`src/rtl/pipeline_control_if.sv`:
```
// Hazard inputs and stall/flush controls exchanged between the pipeline and its sequencer.
interface pipeline_control_if #(
    parameter int unsigned CNT_W = 32
);
    logic             icache_miss;
    logic             dcache_miss;
    logic             load_use;
    logic             branch_taken;
    logic             pc_en;
    logic             fd_en;
    logic             de_en;
    logic             em_en;
    logic             mw_en;
    logic             fd_flush;
    logic             de_flush;
    logic             em_flush;
    logic             mw_flush;
    logic [1:0]       state;
    logic [CNT_W-1:0] stall_cycles;

    modport master (
        input  icache_miss, dcache_miss, load_use, branch_taken,
        output pc_en, fd_en, de_en, em_en, mw_en,
        output fd_flush, de_flush, em_flush, mw_flush,
        output state, stall_cycles
    );

    modport slave (
        output icache_miss, dcache_miss, load_use, branch_taken,
        input  pc_en, fd_en, de_en, em_en, mw_en,
        input  fd_flush, de_flush, em_flush, mw_flush,
        input  state, stall_cycles
    );
endinterface

```
`src/rtl/pipeline_control.sv`:
```
// Stall/flush sequencer for the F/D/E/M/WB pipeline: per-cycle PC and stage
// register load/bubble control, cache-wait FSM and a saturating stall counter.
module pipeline_control #(
    parameter int unsigned CNT_W = 32
) (
    input  logic               clk,
    input  logic               reset,
    pipeline_control_if.master ctl
);

    typedef enum logic [1:0] {
        RUN    = 2'd0,
        IWAIT  = 2'd1,
        DWAIT  = 2'd2,
        IDRAIN = 2'd3
    } state_e;

    state_e           state_q, state_d;
    logic             drain_pending_q, drain_pending_d;
    logic [CNT_W-1:0] stall_cycles_q, stall_cycles_d;

    logic pc_en, fd_en, de_en, em_en, mw_en;
    logic fd_flush, de_flush, em_flush, mw_flush;

    always_comb begin
        pc_en           = 1'b1;
        fd_en           = 1'b1;
        de_en           = 1'b1;
        em_en           = 1'b1;
        mw_en           = 1'b1;
        fd_flush        = 1'b0;
        de_flush        = 1'b0;
        em_flush        = 1'b0;
        mw_flush        = 1'b0;
        state_d         = state_q;
        drain_pending_d = drain_pending_q;

        if (ctl.dcache_miss) begin
            pc_en    = 1'b0;
            fd_en    = 1'b0;
            de_en    = 1'b0;
            em_en    = 1'b0;
            mw_flush = 1'b1;
            state_d  = DWAIT;
            if (ctl.branch_taken && ctl.icache_miss)
                drain_pending_d = 1'b1;
        end else begin
            if (state_q == IDRAIN) begin
                pc_en    = 1'b0;
                fd_flush = 1'b1;
                if (!ctl.icache_miss)
                    state_d = RUN;
            end else if (ctl.branch_taken) begin
                fd_flush = 1'b1;
                de_flush = 1'b1;
                state_d  = ctl.icache_miss ? IDRAIN : RUN;
            end else if (ctl.load_use) begin
                pc_en    = 1'b0;
                fd_en    = 1'b0;
                de_flush = 1'b1;
            end else if (ctl.icache_miss) begin
                pc_en    = 1'b0;
                fd_flush = 1'b1;
                state_d  = IWAIT;
            end else begin
                state_d = RUN;
            end

            // Leaving DWAIT: outputs use the normal rules, but the next state
            // comes from the drain recorded while M was stalled.
            if (state_q == DWAIT) begin
                if (drain_pending_q) begin
                    state_d         = IDRAIN;
                    drain_pending_d = 1'b0;
                end else if (ctl.icache_miss) begin
                    state_d = IWAIT;
                end else begin
                    state_d = RUN;
                end
            end
        end

        if (!reset) begin
            pc_en    = 1'b0;
            fd_en    = 1'b0;
            de_en    = 1'b0;
            em_en    = 1'b0;
            mw_en    = 1'b0;
            fd_flush = 1'b0;
            de_flush = 1'b0;
            em_flush = 1'b0;
            mw_flush = 1'b0;
        end

        stall_cycles_d = stall_cycles_q;
        if (!pc_en && (stall_cycles_q != '1))
            stall_cycles_d = stall_cycles_q + 1'b1;
    end

    always_ff @(posedge clk or negedge reset) begin
        if (!reset) begin
            state_q         <= RUN;
            drain_pending_q <= 1'b0;
            stall_cycles_q  <= '0;
        end else begin
            state_q         <= state_d;
            drain_pending_q <= drain_pending_d;
            stall_cycles_q  <= stall_cycles_d;
        end
    end

    assign ctl.pc_en        = pc_en;
    assign ctl.fd_en        = fd_en;
    assign ctl.de_en        = de_en;
    assign ctl.em_en        = em_en;
    assign ctl.mw_en        = mw_en;
    assign ctl.fd_flush     = fd_flush;
    assign ctl.de_flush     = de_flush;
    assign ctl.em_flush     = em_flush;
    assign ctl.mw_flush     = mw_flush;
    assign ctl.state        = state_q;
    assign ctl.stall_cycles = stall_cycles_q;

endmodule

```
`src/flat_wrapper.sv`:
```
// flat-port wrapper written by rule: the top's interface ports become plain ports
module pipeline_control_flat 
#(
    parameter int unsigned CNT_W = 32
)
  (clk, reset, ctl_icache_miss, ctl_dcache_miss, ctl_load_use, ctl_branch_taken, ctl_pc_en, ctl_fd_en, ctl_de_en, ctl_em_en, ctl_mw_en, ctl_fd_flush, ctl_de_flush, ctl_em_flush, ctl_mw_flush, ctl_state, ctl_stall_cycles);
  pipeline_control_if #(.CNT_W(CNT_W)) ctl_i ();
  input  logic clk;
  input  logic reset;
  input wire logic [$bits(ctl_i.icache_miss)-1:0] ctl_icache_miss;
  input wire logic [$bits(ctl_i.dcache_miss)-1:0] ctl_dcache_miss;
  input wire logic [$bits(ctl_i.load_use)-1:0] ctl_load_use;
  input wire logic [$bits(ctl_i.branch_taken)-1:0] ctl_branch_taken;
  output wire logic [$bits(ctl_i.pc_en)-1:0] ctl_pc_en;
  output wire logic [$bits(ctl_i.fd_en)-1:0] ctl_fd_en;
  output wire logic [$bits(ctl_i.de_en)-1:0] ctl_de_en;
  output wire logic [$bits(ctl_i.em_en)-1:0] ctl_em_en;
  output wire logic [$bits(ctl_i.mw_en)-1:0] ctl_mw_en;
  output wire logic [$bits(ctl_i.fd_flush)-1:0] ctl_fd_flush;
  output wire logic [$bits(ctl_i.de_flush)-1:0] ctl_de_flush;
  output wire logic [$bits(ctl_i.em_flush)-1:0] ctl_em_flush;
  output wire logic [$bits(ctl_i.mw_flush)-1:0] ctl_mw_flush;
  output wire logic [$bits(ctl_i.state)-1:0] ctl_state;
  output wire logic [$bits(ctl_i.stall_cycles)-1:0] ctl_stall_cycles;
  assign ctl_i.icache_miss = ctl_icache_miss;
  assign ctl_i.dcache_miss = ctl_dcache_miss;
  assign ctl_i.load_use = ctl_load_use;
  assign ctl_i.branch_taken = ctl_branch_taken;
  assign ctl_pc_en = ctl_i.pc_en;
  assign ctl_fd_en = ctl_i.fd_en;
  assign ctl_de_en = ctl_i.de_en;
  assign ctl_em_en = ctl_i.em_en;
  assign ctl_mw_en = ctl_i.mw_en;
  assign ctl_fd_flush = ctl_i.fd_flush;
  assign ctl_de_flush = ctl_i.de_flush;
  assign ctl_em_flush = ctl_i.em_flush;
  assign ctl_mw_flush = ctl_i.mw_flush;
  assign ctl_state = ctl_i.state;
  assign ctl_stall_cycles = ctl_i.stall_cycles;
  pipeline_control #(.CNT_W(CNT_W)) u_core (.clk(clk), .reset(reset), .ctl(ctl_i));
endmodule
```
`config.mk`:
```
export PLATFORM = sky130hd
export DESIGN_NAME = pipeline_control_flat
export DESIGN_NICKNAME = d
export VERILOG_FILES = /design/src/rtl/pipeline_control_if.sv /design/src/rtl/pipeline_control.sv /design/src/flat_wrapper.sv
export SDC_FILE = /design/constraint.sdc
export NUM_CORES = 1
export LEC_CHECK = 0
export ABC_AREA = 1
export BUFFER_PORTS_ARGS = -buffer_cell sky130_fd_sc_hd__buf_2
export CORE_UTILIZATION = 57
export CTS_BUF_LIST = sky130_fd_sc_hd__clkbuf_4 sky130_fd_sc_hd__clkbuf_8 sky130_fd_sc_hd__clkbuf_16
export DETAILED_ROUTE_END_ITERATION = 10
export PLACE_DENSITY = 0.82
export SLEW_MARGIN = 20
export SYNTH_ARGS = -nofsm -noshare
export SYNTH_HDL_FRONTEND = slang
export SYNTH_SLANG_ARGS = --single-unit
```
`constraint.sdc`:
```
create_clock -name clk -period 3.25 [get_ports clk]
set_clock_uncertainty 0.05 [all_clocks]
set_input_delay 0.65 -clock clk [delete_from_list [all_inputs] [get_ports clk]]
set_output_delay 0.65 -clock clk [all_outputs]
set_load 0.01 [all_outputs]
```
==> results_dict.tcl, run 1 <==
set metrics [dict create \
    status "finished clean" \
    grt_pass1_vias 2208 \
    wl_per_cell_um 11.8 \
    fmax_mhz 467 \
    cp-start-kind "primary input" \
    ios 49 \
    synth-adder-area-share_pct 0.506 \
    synth.area.top_cells "dfrtp_1, nand2_1, nor2_1, inv_1, nand3_1" \
    grt_usage_pct 28.2 \
    area_growth_pct 12.6 \
    setup_viol 0 \
    crit_path_start "ctl_dcache_miss" \
    drive_above_1_share_pct 18.4 \
    synthesis.instances 387 \
    place_ws_ns 1.10 \
    crit_end "ctl_pc_en" \
    r2r-end "u_core.ctl.stall_cycles[20]" \
    reg2reg_depth 10 \
    hold_viol 0 \
    clock_latency_ns 0.29 \
    cts_sinks 35 \
    synth_top_family_by_area "simple AND/OR/NAND/NOR gates" \
    yosys.area.top_type "dfrtp_1" \
    synth_warnings 0 \
    finish.instance_area_mm2 0.00279 \
    p_leak_uw 0.00150 \
    reg2reg_slack_ns 1.22 \
    period_share_pct 65.8 \
    pwr_density_cell_mw_per_mm2 407 \
    placement.cell_area_mm2 0.00270 \
    ctsHoldBuffers 0 \
    use_met1_pct 34.5 \
    rsz0062_at_grt "false" \
    insertedDiodeCount 0 \
    synth_compound_area_share_pct 3.08 \
    drc 0 \
    cts_max_path_buffers 2 \
    multiInputGateArea_mm2 0.00138 \
    vdd_drop_max_uv 365 \
    htreeDepth 2 \
    antenna_found_initial 0 \
    synth_top_cell_area_share_pct 35.4 \
    max_cap_violations 0 \
    critPathRequiredTime_ns 2.55 \
    synthMuxAreaShare_pct 0 \
    grt_util_met2_pct 47.9 \
    postCtsResizedCells 0 \
    grt_max_degree 38 \
    maxSlewViolCount 0 \
    cts_buffers 5 \
    ys_seq_area_share_pct 35.4 \
    via_per_inst 5.09 \
    syn_area_per_cell_um2 6.40 \
    worst-path-max-fanout 5 \
    ys_types 26 \
    setup_slack_ns 1.11 \
    nNetsFinal 441 \
    die_area_mm2 0.00461 \
    place_congestion 0.954 \
    synth_xor_area_share_pct 4.60 \
    r2r_start "u_core.ctl.stall_cycles[0]" \
    hold_path.class "in2async" \
    nFillCells 416 \
    rows 23 \
    ctsRootBufferMaster "clkbuf_8" \
    cts_setup_buffers 0 \
    endpoint_kind "output pin" \
    hpwl_um 4340 \
    start_util_pct 60.6 \
    fin_crit_ns 2.14 \
    ys_seq_elements 35 \
    grt.busiest_layer "met2" \
    grt_pass1_wl_um 9490 \
    met3_usage_pct 6.50 \
    synth-simple-area-share_pct 47.6 \
    worstPathArrival_ns 1.44 \
    cts_tree "done" \
    dr.pass1.iters 4 \
    core_mm2 0.00409 \
    timing.hold.ws_ns 0.360 \
    vias 2471 \
    detail_route.iter0.violations 145 \
    finalSetupTns_ns 0 \
    synthesis.nets 394 \
    ant_nets 0 \
    register_area_um2 876 \
    die_h_um 67.9 \
    placed_cells 477 \
    io_buffers 47 \
    grt_overflow 0 \
    wirelength_um 5750 \
    synthesis.area_mm2 0.00247 \
    die_w_um 67.9 \
    clkTransAtPathRegs_ns 0.07 \
    instances_no_fill 485 \
    criticalPathCategory "in2out" \
]
==> layout make-up <==
cell class                      count  area share, %
Tap cell                           50           2.25
Inverter                           34           4.76
Sequential cell                    35           31.4
Clock buffer                        6           2.74
Clock inverter                      2          0.449
Timing Repair Buffer               48           8.71
Multi-Input combinational cell    310           49.7
==> metal layers <==
| layer | up-vias | share of wire [%] |
|---|---|---|
| li1 | 1263 | - |
| met1 | 1116 | 46 |
| met2 | 82 | 46 |
| met3 | 10 | 6.0 |
| met4 | 0 | 1.7 |
| met5 | - | 0 |
==> sequential cells by signal, indices dropped and copies added (netlist names) <==
signal	cells
u_core.ctl.stall_cycles	32
u_core.ctl.state	2
u_core.drain_pending_q	1
==> cell usage in the layout, fill, tap and decap left out, drive strengths merged <==
cell type	synthesis	final
a21oi	4	4
a31oi	2	2
buf	8	48
clkbuf	0	6
clkinv	0	1
clkinvlp	0	1
conb	1	1
dfrtp	35	35
ha	1	1
inv	34	34
nand2	202	202
nand3	19	19
nand4	1	1
nor2	58	58
nor3	1	1
o2111ai	1	1
o21ai	7	7
xnor2	5	5
xor2	8	8
==> per-stage QoR <==
step,total power [µW],utilization [%]
after floorplan,733,-
after global placement,812,66.0
after detailed placement,824,66.0
after CTS,1140,68.2
after global routing,1200,68.2
final,1130,68.2
==> worst min path at each step <==
stage	startpoint	end	slack, ns	cells past startpoint
after floorplan	reset	u_core.ctl.stall_cycles[0]	0.30	0
after global placement	u_core.drain_pending_q	u_core.drain_pending_q	0.44	2
after detailed placement	u_core.drain_pending_q	u_core.drain_pending_q	0.46	2
after CTS	reset	u_core.ctl.stall_cycles[6]	0.38	2
after global routing	reset	u_core.ctl.stall_cycles[6]	0.40	2
final	reset	u_core.ctl.stall_cycles[6]	0.36	2
==> report_power, final <==
group	total, µW	leakage [µW]	switching (µW)	internal, µW
registers	546	0.000473	66.7	479
clock network	319	0.0000446	161	158
logic	269	0.000983	164	105
==> critical path, cell delays in order <==
cell and delay (ns):
buf_2 0.11, inv_2 0.07, nand2_1 0.10, inv_2 0.07, nand2_1 0.06, nor2_1 0.20
buf_2 0.17
==> cell usage after synthesis <==
library cell	n
nand2_8	1
conb_1	1
nor2_4	1
dfrtp_1	35
nand4_1	1
nor2_1	53
o21ai_0	7
inv_6	1
xor2_1	8
buf_6	4
buf_8	1
nor2_2	3
a31oi_1	2
o2111ai_1	1
buf_4	3
nor2_8	1
inv_2	4
a21oi_1	4
nand2_4	3
nand2_1	188
nand3_1	19
xnor2_1	5
inv_1	29
ha_1	1
nor3_1	1
nand2_2	10
==> cell families after synthesis <==
kind of cell               count (synthesis)
other                                      1
xor gates and xnor gates                  13
AOI/OAI and AO/OA                         14
buffers and inverters                     42
adders and majority gates                  1
DFF                                       35
and+or+nand+nor                          281
Power figures use the tool's default switching activity.
==> run 2: changes to the inputs <==
--- a/config.mk
+++ b/config.mk
@@ -7,10 +7,10 @@
 export LEC_CHECK = 0
 export ABC_AREA = 1
 export BUFFER_PORTS_ARGS = -buffer_cell sky130_fd_sc_hd__buf_2
-export CORE_UTILIZATION = 57
+export CORE_UTILIZATION = 50
 export CTS_BUF_LIST = sky130_fd_sc_hd__clkbuf_4 sky130_fd_sc_hd__clkbuf_8 sky130_fd_sc_hd__clkbuf_16
 export DETAILED_ROUTE_END_ITERATION = 10
-export PLACE_DENSITY = 0.82
+export PLACE_DENSITY = 0.76
 export SLEW_MARGIN = 20
 export SYNTH_ARGS = -nofsm -noshare
 export SYNTH_HDL_FRONTEND = slang
==> constraint.sdc (replaced) <==
create_clock -name clk -period 1.8 [get_ports clk]
set_clock_uncertainty 0.05 [all_clocks]
set_input_delay 0.36 -clock clk [delete_from_list [all_inputs] [get_ports clk]]
set_output_delay 0.36 -clock clk [all_outputs]
set_load 0.01 [all_outputs]
==> run 2 against run 1 <==
Net effect: register-to-register slack got worse by 1.1 ns; hold slack worse by 0.24 ns; sequential cell count unchanged; cell area is 5.5% higher.
==> results_dict.tcl, run 2 (synthesis gave the netlist of run 1 again) <==
set metrics [dict create \
    status "finished clean" \
    path_cells "nand2_1 > nand2_1 > nor2_1 > buf_2" \
    fin_crit_ns 1.71 \
    ant_nets 0 \
    drc 0 \
    pwr_density_cell_mw_per_mm2 717 \
    fin_util_pct 61.8 \
    p_leak_uw 0.00158 \
    cpMostUsedCell "nand2_1" \
    finish.instance_area_mm2 0.00294 \
    most-common-layout-cells "nand2_1, nor2_1, buf_2, dfrtp_1, inv_1" \
    dr.pass1.iters 5 \
    setup_viol 0 \
    cts_sinks 35 \
    cts_tree "done" \
    vdd_drop_max_uv 653 \
    nFillCells 484 \
    ctsRootBufferMaster "clkbuf_8" \
    ios 49 \
    grt_overflow 0 \
    area_growth_pct 18.8 \
    drive_above_1_share_pct 21.4 \
    layout_commonest_cell "nand2_1" \
    vias 2478 \
    finalSetupTns_ns 0 \
    core_mm2 0.00475 \
    placement.cell_area_mm2 0.00281 \
    cts_max_path_buffers 2 \
    antenna_found_initial 0 \
    die_h_um 72.4 \
    ctsHoldBuffers 0 \
    detail_route.iter0.violations 147 \
    via_per_inst 4.81 \
    max_cap_violations 0 \
    start_util_pct 52.1 \
    critPathRequiredTime_ns 1.39 \
    maxSlewViolCount 0 \
    grt_max_degree 36 \
    hpwl_um 4740 \
    period_share_pct 94.9 \
    htreeDepth 2 \
    cpPeakStageDelay_ns 0.40 \
    wirelength_um 6140 \
    hold_viol 0 \
    fmax_mhz 585 \
    grt_usage_pct 25.2 \
    endpoint_kind "output pin" \
    clock_latency_ns 0.29 \
    hold_path.class "in2async" \
    criticalPathCategory "reg2out" \
    insertedDiodeCount 0 \
    die_area_mm2 0.00524 \
    rows 25 \
    die_w_um 72.4 \
    cts_buffers 5 \
    worst-path-max-fanout 4 \
    nNetsFinal 454 \
    place_congestion 0.969 \
    cp-start-kind "register" \
    largest_register_ffs 32 \
    wl_per_cell_um 11.9 \
    worstPathArrival_ns 1.30 \
    rsz0062_at_grt "false" \
    grt_pass1_wl_um 10100 \
    io_buffers 47 \
    slowest_stage "dfrtp_1" \
    clkTransAtPathRegs_ns 0.08 \
    grt_pass1_vias 2146 \
]
-- run 2: what timing repair did --
action                                  in CTS  in global routing
buffers inserted                             0                  2
endpoints found under the setup margin       0                 14
hold endpoints to repair                     0                  0
gates resized for setup                      0                  4
-- run 2: routing by layer --
metal | part of all wire, % | track usage [%] | up-vias
met4 | 2.6 | 10.2 | 0
met3 | 5.7 | 4.17 | 15
met5 | 0 | 0 | -
li1 | - | - | 1295
met1 | 46 | 33.9 | 1091
met2 | 46 | 40.6 | 77
-- run 2: power by group --
part	internal [µW]	total (µW)	switching (µW)	leakage (µW)
sequential	866	975	109	0.000473
combinational	224	538	314	0.00106
clock	302	595	293	0.0000491
-- run 2: critical path: cells and delay by family (launching register included) --
kind | cells | cell delay, ns
buf+inv | 1 | 0.18
flops | 1 | 0.40
simple gates | 3 | 0.44
-- run 2: cell type report --
type | instances | area [µm²] | share of cell area, %
Inverter | 34 | 135 | 4.60
Clock buffer | 7 | 83.8 | 2.85
Multi-Input combinational cell | 310 | 1390 | 47.3
Tap cell | 67 | 83.8 | 2.85
Sequential cell | 35 | 876 | 29.8
Clock inverter | 1 | 5.00 | 0.170
Timing Repair Buffer | 61 | 365 | 12.4
-- run 2: worst paths after layout --
check | from | to | slack, ns | cells past startpoint
setup / recovery | u_core.ctl.state[0] | ctl_pc_en | 0.09 | 4
hold / removal | reset | u_core.ctl.stall_cycles[22] | 0.12 | 2
setup reg to reg | u_core.ctl.stall_cycles[1] | u_core.ctl.stall_cycles[30] | 0.13 | 10
hold reg to reg | u_core.drain_pending_q | u_core.drain_pending_q | 0.46 | 2
max in group asynchronous | reset | u_core.ctl.state[0] | 1.25 | 2
min in group clk | ctl_dcache_miss | u_core.ctl.state[1] | 0.29 | 3
-- run 2: metrics by stage --
step | setup WS, ns | hold WS (ns) | power [µW] | std cells
finish | 0.0917 | 0.125 | 2110 | 515
global route | 0.0119 | 0.177 | 2230 | 515
CTS | 0.0722 | 0.155 | 2110 | 513
detailed placement | 0.0780 | 0.446 | 1520 | 505
global placement | 0.111 | 0.443 | 1510 | 505
floorplan | 0.0369 | 0.0144 | 1320 | 387
